File: config.mk
export PLATFORM = sky130hd
export DESIGN_NAME = esm_dwell_sequencer
export DESIGN_NICKNAME = d
export VERILOG_FILES = /design/src/rtl/esm_dwell_sequencer.sv
export SDC_FILE = /design/constraint.sdc
export NUM_CORES = 1
export LEC_CHECK = 0
export ABC_AREA = 1
export CORE_UTILIZATION = 55
export DETAILED_ROUTE_END_ITERATION = 10
export HOLD_SLACK_MARGIN = 0.12
export PLACE_DENSITY = 0.75
export SLEW_MARGIN = 25
export SYNTH_ARGS = -nofsm -noshare
export SYNTH_HDL_FRONTEND = slang
export SYNTH_SLANG_ARGS = --single-unit
File: constraint.sdc
create_clock -name clk_i -period 5.3 [get_ports clk_i]
set_input_delay 0.53 -clock clk_i [delete_from_list [all_inputs] [get_ports clk_i]]
set_output_delay 0.53 -clock clk_i [all_outputs]
set_load 0.02 [all_outputs]
File: src/rtl/esm_dwell_sequencer.sv
// esm_dwell_sequencer: walks a linked list of dwell instructions and issues
// one dwell request per repeat to the downstream executor.
//   clk_i / rst_ni              clock, asynchronous active-low reset
//   inst_wr_*_i                 instruction memory write port (ignored while active)
//   program_*_i                 header fields, latched on a program_start_i pulse
//   timestamp_i                 free-running time used for the delayed start
//   dwell_req_*                 request handshake towards the dwell executor
//   dwell_done_i                executor reports the current dwell finished
//   active_o / global_counter_o program status
module esm_dwell_sequencer #(
    parameter int NUM_INSTRUCTIONS  = 32,
    parameter int INST_INDEX_WIDTH  = 5,
    parameter int ENTRY_INDEX_WIDTH = 8
) (
    input  logic                         clk_i,
    input  logic                         rst_ni,
    input  logic                         inst_wr_valid_i,
    input  logic [INST_INDEX_WIDTH-1:0]  inst_wr_index_i,
    input  logic [31:0]                  inst_wr_data_i,
    input  logic                         program_start_i,
    input  logic                         program_enable_i,
    input  logic                         program_delayed_start_i,
    input  logic [31:0]                  program_global_counter_init_i,
    input  logic [63:0]                  program_delayed_start_time_i,
    input  logic [63:0]                  timestamp_i,
    output logic                         dwell_req_valid_o,
    input  logic                         dwell_req_ready_i,
    output logic [ENTRY_INDEX_WIDTH-1:0] dwell_req_entry_index_o,
    output logic [INST_INDEX_WIDTH-1:0]  dwell_req_inst_index_o,
    input  logic                         dwell_done_i,
    output logic                         active_o,
    output logic [31:0]                  global_counter_o
);
    typedef enum logic [2:0] {
        S_IDLE, S_WAIT_START, S_FETCH, S_DECODE, S_REQ, S_WAIT_DONE, S_ADVANCE
    } state_t;

    logic [31:0]                 mem [NUM_INSTRUCTIONS];
    state_t                      state_q;
    logic [INST_INDEX_WIDTH-1:0] pc_q;
    logic [31:0]                 inst_q;
    logic [7:0]                  rep_q;
    logic [31:0]                 gc_q;
    logic [63:0]                 start_time_q;
    logic                        req_valid_q;
    logic                        abort_q;
    logic                        unused;

    // Instruction fields: [0] valid, [1] gc_check, [2] gc_dec, [15:8] repeat,
    // [23:16] entry_index, [31:24] next_index.
    logic       inst_valid, inst_gc_check, inst_gc_dec;
    logic [7:0] inst_next;
    assign inst_valid    = inst_q[0];
    assign inst_gc_check = inst_q[1];
    assign inst_gc_dec   = inst_q[2];
    assign inst_next     = inst_q[31:24];
    assign unused        = ^inst_q[7:3];

    always_ff @(posedge clk_i) begin
        if (inst_wr_valid_i && state_q == S_IDLE)
            mem[inst_wr_index_i] <= inst_wr_data_i;
    end

    always_ff @(posedge clk_i or negedge rst_ni) begin
        if (!rst_ni) begin
            state_q      <= S_IDLE;
            pc_q         <= '0;
            inst_q       <= '0;
            rep_q        <= '0;
            gc_q         <= '0;
            start_time_q <= '0;
            req_valid_q  <= 1'b0;
            abort_q      <= 1'b0;
        end else begin
            case (state_q)
                S_IDLE: begin
                    abort_q <= 1'b0;
                    if (program_start_i && program_enable_i) begin
                        gc_q         <= program_global_counter_init_i;
                        start_time_q <= program_delayed_start_time_i;
                        pc_q         <= '0;
                        state_q      <= program_delayed_start_i ? S_WAIT_START : S_FETCH;
                    end
                end
                S_WAIT_START: begin
                    if (program_start_i)
                        state_q <= S_IDLE;
                    else if (timestamp_i >= start_time_q)
                        state_q <= S_FETCH;
                end
                S_FETCH: begin
                    inst_q  <= mem[pc_q];
                    state_q <= program_start_i ? S_IDLE : S_DECODE;
                end
                S_DECODE: begin
                    if (program_start_i || !inst_valid || (inst_gc_check && gc_q == '0)) begin
                        state_q <= S_IDLE;
                    end else begin
                        rep_q       <= inst_q[15:8];
                        req_valid_q <= 1'b1;
                        state_q     <= S_REQ;
                    end
                end
                S_REQ: begin
                    // A handshake in the same cycle as an abort has already been
                    // accepted, so the dwell is waited out before going idle.
                    if (dwell_req_ready_i) begin
                        req_valid_q <= 1'b0;
                        abort_q     <= program_start_i;
                        state_q     <= S_WAIT_DONE;
                    end else if (program_start_i) begin
                        req_valid_q <= 1'b0;
                        state_q     <= S_IDLE;
                    end
                end
                S_WAIT_DONE: begin
                    if (program_start_i)
                        abort_q <= 1'b1;
                    if (dwell_done_i)
                        state_q <= (abort_q || program_start_i) ? S_IDLE : S_ADVANCE;
                end
                S_ADVANCE: begin
                    if (program_start_i) begin
                        state_q <= S_IDLE;
                    end else if (rep_q != '0) begin
                        rep_q       <= rep_q - 8'd1;
                        req_valid_q <= 1'b1;
                        state_q     <= S_REQ;
                    end else begin
                        if (inst_gc_dec && gc_q != '0)
                            gc_q <= gc_q - 32'd1;
                        pc_q    <= inst_next[INST_INDEX_WIDTH-1:0];
                        state_q <= (32'(inst_next) >= NUM_INSTRUCTIONS) ? S_IDLE : S_FETCH;
                    end
                end
                default: state_q <= S_IDLE;
            endcase
        end
    end

    assign dwell_req_valid_o       = req_valid_q;
    assign dwell_req_entry_index_o = inst_q[16 +: ENTRY_INDEX_WIDTH];
    assign dwell_req_inst_index_o  = pc_q;
    assign active_o                = state_q != S_IDLE;
    assign global_counter_o        = gc_q;
endmodule

# After elaboration in Yosys (flattened, before gate mapping)
# Memory sizes are Yosys's and may differ from the RTL's. A register that Yosys moved wholly into a read port is not among the register bits.
# Cells that the tools add are included.
dict set report op_classes {
  n_addsub 2
  order_cmp 2
  n_eq_ne 17
  mux 38
  reduce_logical 25
}
# op count
set op_table {}
lappend op_table {{$mux 32} 4}
lappend op_table {{$ge 64x64->1} 1}
lappend op_table {{$pmux 32 s2} 1}
lappend op_table {{$logic_not 32->1} 1}
lappend op_table {{$reduce_bool 32->1} 1}
lappend op_table {{$sub 32x1->32 const B} 1}
lappend op_table {{$mux 3} 10}
lappend op_table {{$mux 8} 3}
lappend op_table {{$pmux 3 s7} 1}
lappend op_table {{$ne 2x2->1 const B} 8}
lappend op_table {{$pmux 8 s2} 1}
lappend op_table {{$mux 5} 3}
lappend op_table {{$reduce_and 4->1} 3}
lappend op_table {{$pmux 5 s2} 1}
lappend op_table {{$reduce_and 5->1} 2}
lappend op_table {{$eq 3x3->1 const B} 3}
lappend op_table {{$mux 1} 9}
lappend op_table {{$reduce_bool 3->1} 3}
lappend op_table {{$ge 8x6->1 const B} 1}
lappend op_table {{$reduce_bool 8->1} 1}
lappend op_table {{$sub 8x1->8 const B} 1}
lappend op_table {{$eq 3x2->1 const B} 2}
lappend op_table {{$mux 2} 3}
lappend op_table {{$ne 3x3->1 const B} 2}
lappend op_table {{other kinds (10)} 18}
dict set report totals {
  register_bits 114
  mem_bits_rw 1024
  out_inout_bits 47
  n_memories 1
}
# name words word_bits read_ports rd_ports_with_merged_regs write_ports line
set mem_list {}
lappend mem_list {mem 32 32 1 1 1 38} ;# logic [31:0] mem [NUM_INSTRUCTIONS];

# Longest topological paths before layout
# Gate-level depths: netlist (run 1).
dict set report depth {
  word_depth 6
  mapped_depth 18
  mapped_depth_nobuf 18
}

# Least setup slack after synthesis (run 1)
# Ideal clock, no wire load.
dict set report synth_timing {
  kind {register to register}
  start {register state_q[0]}
  end {memory mem[0][0] (enable)}
  setup_ns 0.411
  arrival_ns 2.442
  t_required_ns 4.889
  slack_ns 2.447
  path_stages_with_launch 6
  n_path_buf 0
  cell_sequence {dfrtp_1 -> nor2_1 -> nand2_2 -> nor2_1 -> nand3_1 -> nor2_1}
}
dict set report synth_between {
  elab_chain_len 4
}
# element line
set synth_lines {}
lappend synth_lines {{from (decl)} 39} ;# state_t state_q;
lappend synth_lines {{from (signal assigned)} 82} ;# state_q <= program_delayed_start_i ? S_WAIT_START : S_FETCH;
lappend synth_lines {{from (signal assigned)} 93} ;# state_q <= program_start_i ? S_IDLE : S_DECODE;
lappend synth_lines {{from (signal assigned)} 120} ;# state_q <= (abort_q || program_start_i) ? S_IDLE : S_ADVANCE;
lappend synth_lines {{$logic_not 3->1} 60} ;# if (inst_wr_valid_i && state_q == S_IDLE)
lappend synth_lines {{$logic_and 1x1->1} 60}
lappend synth_lines {{$mux 1} 60}
lappend synth_lines {{$mux 1 (implied by the code)} 61} ;# mem[inst_wr_index_i] <= inst_wr_data_i;
lappend synth_lines {{to (decl)} 38}
# No other way between the ends.

# Worst setup path after layout (run 1)
dict set report layout_timing {
  start {register state_q[0]}
  end {memory mem[4][1] (enable)}
}
# The elaborated chain is that of the path after synthesis.

==> run_results.csv, run 1 <==
group,metric,value,unit
grt,grt_pass1_wl,170000,µm
synth,synth.area.top_cells,"edfxtp_1 (61%), dfrtp_1 (8.3%), o21ai_0 (6.6%), nor2_1 (5.8%), nand2_1 (4.5%)",
critical_path,crit_slowest_cell,"nor2_4",
worst_hold_path,timing.hold.worst.start,"inst_wr_data_i[20]",
timing,slew_headroom,28.6,%
synth,synth_top_cell_area_share,61.2,%
final_layout,area_growth,16.3,%
critical_path,r2r.worst_path.cells,6,
die,row_count,101,
synth,synth.most_common_cell,"edfxtp_1",
critical_path,crit_chain,"nor2_1 -> nand2_2 -> nor2_1 -> nand3_1 -> nor2_4 -> buf_4",
timing,timing.fmax,0.270,GHz
synth,netlist_area,0.0424,mm²
synth,ys_seq_elements,1005,
critical_path,crit_required,5630,ps
grt,grt_pass1_vias,28865,
worst_hold_path,min_path_type,"in -> reg",
timing,worst_pin_slew,1060,ps
power_and_ir_drop,p_leak,18.1,nW
die,ioPinCount,252,
critical_path,slowest_delay,850,ps
synth,yosysWarnings,0,
final_layout,finalNetCount,4196,
grt,track_usage,28.8,%
critical_path,crit_top_cell,"nor2_1",
critical_path,r2r_slack,1590,ps
power_and_ir_drop,ir_worst_vdd,0.000283,V
timing,min_period,3710,ps
timing,drv_slew,0,
die,dieArea,0.0782,mm²
clocking,clock_latency,670,ps
critical_path,crit_path_end_kind,"register",
critical_path,worstPathArrival,4040,ps
routing,first_pass_iters,7,
synth,synthFlopType,"edfxtp_1",
routing,ant_nets,0,
critical_path,critPathMaxFanout,15,
routing,wire_per_inst,22.6,µm
clocking,clk_pin_slew,60,ps
timing,fin_crit_sh,70.0,%
timing,finalHoldViolCount,0,
synth,async_reset_ff_share,14.0,%
grt,grt.overflow.total,0,
timing,rsz0062_at_grt,"false",
synth,yosys.area.top_type,"edfxtp_1",
worst_hold_path,hold-path-cell-count,1,
synth,synthTopCellsByCount,"edfxtp_1 (864), nor2_1 (660), o21ai_0 (560), nand2_1 (506), o22ai_1 (213)",
die,die_width,280,µm
grt,antenna_found_initial,5,
timing,setup_viol,0,
power_and_ir_drop,powerDensity,395,mW/mm²
synth,synth_area_per_cell,11.3,µm²
routing,via_count,30192,
timing,hold_ws,361,ps
timing,fin_skew,21.1,ps
power_and_ir_drop,comb_power_share,15.8,%
critical_path,r2r_end,"mem[4][1]",
clocking,numCtsBuffers,100,
synth,syn_inst,3734,
placement,portBuffers,246,
critical_path,path_class,"reg -> reg",
power_and_ir_drop,clkPwrFrac,35.1,%
routing,drc,0,
synth,synth.distinct_cells,47,
die,core_area,0.0761,mm²
critical_path,start_kind,"register",
routing,wl,114000,µm
clocking,h-tree-depth,3,
clocking,cts_tree,"built",
critical_path,crit_start,"state_q[0]",
power_and_ir_drop,p_switching,5.29,mW
power_and_ir_drop,internal_power,14.2,mW
die,initial_core_util,55.7,%
die,dieHeight,280,µm
power_and_ir_drop,sw_frac_of_total,27.2,%
synth,synth_edf_count,864,
timing,finalSetupTns,0,ps
final_layout,drive_gt1_share,7.25,%
placement,hpwl,65400,µm
clocking,cts_root_buf,"clkbuf_16",
routing,first_iter_violations,3366,
routing,vias_per_cell,6.00,
placement,gp_congestion,0.899,
critical_path,r2r_start,"state_q[0]",
synth,synth_nets,4005,
grt,grt_max_degree,215,
clocking,clockBufferDepth,3,
worst_hold_path,min_to,"mem[17][20]",
power_and_ir_drop,power.share.sequential,49.1,%
synth,seq_area_frac_synth,69.6,%
flow_run,cap_violations,0,
outcome,outcome,"finished, final reports clean",
clocking,clock_sinks,1005,
==> cells in the final DEF, fill, tap and decap left out, drive strengths merged, types with 2 or more instances in the layout <==
cell / count
inv: 165
bufinv: 7
nor3: 7
or2: 4
nand4: 12
dfrtp: 141
nand2: 508
o221ai: 3
o22ai: 213
a31oi: 3
clkbuf: 125
nand3b: 3
xor2: 9
mux2: 2
clkdlybuf4s50: 222
diode: 3
xnor2: 5
o21a: 3
ha: 66
edfxtp: 864
clkinvlp: 2
a21oi: 113
o21ai: 625
buf: 89
clkinv: 40
nor2: 665
nand3: 86
o211ai: 3
a31o: 3
a21o: 2
mux2i: 3
nor4: 2
==> worst max path at each step <==
stage               depth (start not counted)           to  slack [ps]
global placement                            6  mem[18][29]        1580
finish                                      6    mem[4][1]        1590
CTS                                         6   mem[4][22]        1600
floorplan                                   5    mem[0][0]        2450
global route                                6   mem[18][8]        1470
detailed placement                          6  mem[18][17]        1460
==> critical path, delay by kind of cell, from the launching register on <==
family / cells / cell delay (ps)
buf+inv: 1 / 430
simple gates: 5 / 2490
flops: 1 / 440
==> cell type report <==
class                   instances  area [µm²]
flip-flops and latches       1005       29500
clock buffers                 124        2610
repair buffers                313        3250
multi-input cells            2344       11500
clock inverters                53         494
fillers                      5590       26800
well taps                    1030        1290
inverters                     161         624
diodes                          3        7.51
==> state kept, by name, indices dropped and copies added (netlist names), 3 cells and up <==
name / count
inst_q: 27
state_q: 3
global_counter_o: 32
dwell_req_inst_index_o: 5
start_time_q: 64
rep_q: 8
mem: 864
==> timing repair <==
item                                   CTS  global route
endpoints found under the hold margin  100             0
resized for setup                        0             0
setup endpoints to repair                0             0
setup buffers                            0             0
hold buffers                             1             0
==> metrics by stage <==
stage | worst slack, ps | area (µm²) | utilization [%] | total power, mW | std cells
floorplan | 2450 | 42400 | - | 11.6 | 3734
global placement | 1580 | 45900 | 60.3 | 12.7 | 4837
detailed placement | 1460 | 46000 | 60.5 | 12.8 | 4845
CTS | 1600 | 49100 | 64.6 | 19.5 | 5023
global route | 1470 | 49300 | 64.8 | 20.2 | 5032
finish | 1590 | 49300 | 64.8 | 19.5 | 5033
==> kinds of logic after synthesis <==
group / after synthesis / share of synthesized area, %
simple gates: 1288 / 11.9
xor+xnor: 14 / 0.289
fa+ha+maj: 66 / 1.95
flops: 1005 / 69.6
mux: 5 / 0.124
buf+inv: 385 / 3.87
compound gates: 971 / 12.3
==> power groups by stage <==
stage	sequential, mW	combinational [mW]	clock, mW
after global routing	9.60	3.44	7.16
after floorplan	9.74	1.83	0
after detailed placement	9.70	3.06	0
after global placement	9.69	2.98	0
final	9.55	3.08	6.83
after CTS	9.54	3.08	6.86
==> metal layers <==
metal | vias up | routed length (µm) | GRT usage (%) | share of wire, %
met5 | - | 13 | 0 | 0.011
met4 | 2 | 3720 | 10.5 | 3.3
met3 | 226 | 11800 | 4.73 | 10
met2 | 1711 | 54900 | 47.9 | 48
met1 | 14637 | 43300 | 38.2 | 38
li1 | 13616 | - | - | -
Note: power is estimated with default switching activity, not from simulation.
==> run 2: changes to the inputs <==
--- a/config.mk
+++ b/config.mk
@@ -6,10 +6,10 @@
 export NUM_CORES = 1
 export LEC_CHECK = 0
 export ABC_AREA = 1
-export CORE_UTILIZATION = 55
+export CORE_UTILIZATION = 54
 export DETAILED_ROUTE_END_ITERATION = 10
 export HOLD_SLACK_MARGIN = 0.12
-export PLACE_DENSITY = 0.75
+export PLACE_DENSITY = 0.76
 export SLEW_MARGIN = 25
 export SYNTH_ARGS = -nofsm -noshare
 export SYNTH_HDL_FRONTEND = slang
==> constraint.sdc (replaced) <==
create_clock -name clk_i -period 3.3 [get_ports clk_i]
set_input_delay 0.33 -clock clk_i [delete_from_list [all_inputs] [get_ports clk_i]]
set_output_delay 0.33 -clock clk_i [all_outputs]
set_load 0.02 [all_outputs]
==> run_results.csv, run 2 (synthesis gave the netlist of run 1 again) <==
group,metric,value,unit
timing,setup_viol,0,
grt,grt_pass1_vias,28840,
critical_path,r2r_end,"mem[20][9]",
clocking,clk_pin_slew,60,ps
clocking,clockBufferDepth,3,
placement,portBuffers,246,
worst_hold_path,hold-path-cell-count,1,
timing,rsz0062_at_grt,"false",
routing,wire_per_inst,23.2,µm
outcome,outcome,"finished, final reports clean",
worst_hold_path,timing.hold.worst.start,"inst_wr_data_i[17]",
power_and_ir_drop,powerDensity,633,mW/mm²
placement,place_ws,254,ps
critical_path,r2r.worst_path.cells,7,
final_layout,regMostFlops,"mem",
clocking,h-tree-depth,3,
die,dieHeight,282,µm
timing,finalSetupTns,0,ps
critical_path,start_kind,"register",
grt,grt_max_degree,187,
worst_hold_path,min_to,"mem[31][17]",
final_layout,drive_gt1_share,8.08,%
final_layout,design_area,0.0497,mm²
final_layout,largest_reg_flops,864,
die,row_count,102,
critical_path,crit_path_end_kind,"output pin",
power_and_ir_drop,p_leak,18.3,nW
timing,min_period,2960,ps
final_layout,final_util,64.1,%
final_layout,final_cells,5079,
critical_path,worstPathArrival,2630,ps
routing,first_pass_iters,6,
clocking,cts_tree,"built",
placement,place_area,0.0465,mm²
critical_path,critPathMaxFanout,73,
routing,first_iter_violations,3873,
timing,worst_pin_slew,1060,ps
grt,grt_pass1_wl,172000,µm
timing,finalHoldViolCount,0,
clocking,clock_latency,660,ps
placement,dp_cells,4893,
routing,ant_nets,0,
clocking,numCtsBuffers,98,
timing,timing.fmax,0.338,GHz
clocking,clock_sinks,1005,
die,initial_core_util,54.6,%
final_layout,final_cell_mix,"edfxtp_1 (864), nor2_1 (628), o21ai_0 (560)",
clocking,cts_root_buf,"clkbuf_16",
worst_hold_path,min_path_type,"in -> reg",
die,dieArea,0.0796,mm²
timing,slew_headroom,29.4,%
power_and_ir_drop,ir_worst_vdd,0.000375,V
routing,via_count,30308,
placement,gp_congestion,0.877,
critical_path,r2r_slack,660,ps
final_layout,mostFrequentLayoutCell,"edfxtp_1",
die,die_width,282,µm
final_layout,finalNetCount,4226,
placement,hpwl,65400,µm
timing,setup_ws,343,ps
routing,drc,0,
die,core_area,0.0776,mm²
critical_path,crit_required,2970,ps
grt,grt.overflow.total,0,
routing,vias_per_cell,5.97,
grt,track_usage,29.2,%
timing,fin_crit_sh,89.6,%
timing,fin_skew,21.0,ps
timing,drv_slew,0,
final_layout,area_growth,17.3,%
critical_path,path_class,"reg -> out",
routing,wl,118000,µm
die,ioPinCount,252,
flow_run,cap_violations,0,
grt,antenna_found_initial,9,
critical_path,r2r_start,"state_q[0]",
run 2: cell types whose count changed in the layout (fill, tap and decap cells not counted), sizes merged:
cell	change
bufinv	+3
clkdlybuf4s50	+15
clkinv	+6
buf	+18
diode	+1
clkinvlp	+3
inv	-1
clkbuf	-9
run 2: timing repair:
item                                   in CTS  in global routing
hold buffers                                1                  0
buffers inserted                            0                  0
endpoints found under the hold margin      78                  0
resized for setup                           0                  0
run 2: power by group:
part           internal [mW]  switching, mW  total, mW
clock                   6.34           4.74       11.1
sequential              14.7          0.575       15.3
combinational           1.92           3.18       5.09
run 2: final cells by class:
type	instances	area [µm²]
sequential	1005	29500
fill	5686	27900
multi-input combinational	2344	11500
timing repair buffer	345	3610
clock buffer	116	2560
tap	1040	1300
inverter	161	624
clock inverter	64	611
antenna	4	10.0
run 2: routing by layer:
layer	vias up	track usage [%]	part of all wire, %
met5	-	0	0.046
met4	8	12.3	3.9
met3	292	6.25	12
met2	1823	47.5	47
met1	14478	38.0	37
li1	13707	-	-
run 2: through the flow:
stage	hold slack [ps]	power, mW
2_1_floorplan	34.4	18.6
3_3_place_gp	451	20.4
3_5_place_dp	455	20.6
4_1_cts	222	31.5
5_1_grt	192	32.8
6_report	159	31.5
run 2: how the worst max path moves through the flow:
stage | start | cells past startpoint | end | slack [ps]
floorplan | state_q[0] | 5 | mem[0][0] | 450
global route | dwell_req_inst_index_o[1] | 2 | dwell_req_inst_index_o[1] | 310
finish | dwell_req_inst_index_o[1] | 2 | dwell_req_inst_index_o[1] | 340
detailed placement | rep_q[0] | 13 | global_counter_o[22] | 250
global placement | rep_q[0] | 13 | global_counter_o[22] | 290
CTS | rep_q[0] | 13 | global_counter_o[22] | 230
run 2: critical path, cell delays in order, from the launching register on:
cell             delay (ps)
dfrtp_4                 460
buf_4                   680
clkdlybuf4s50_1         810
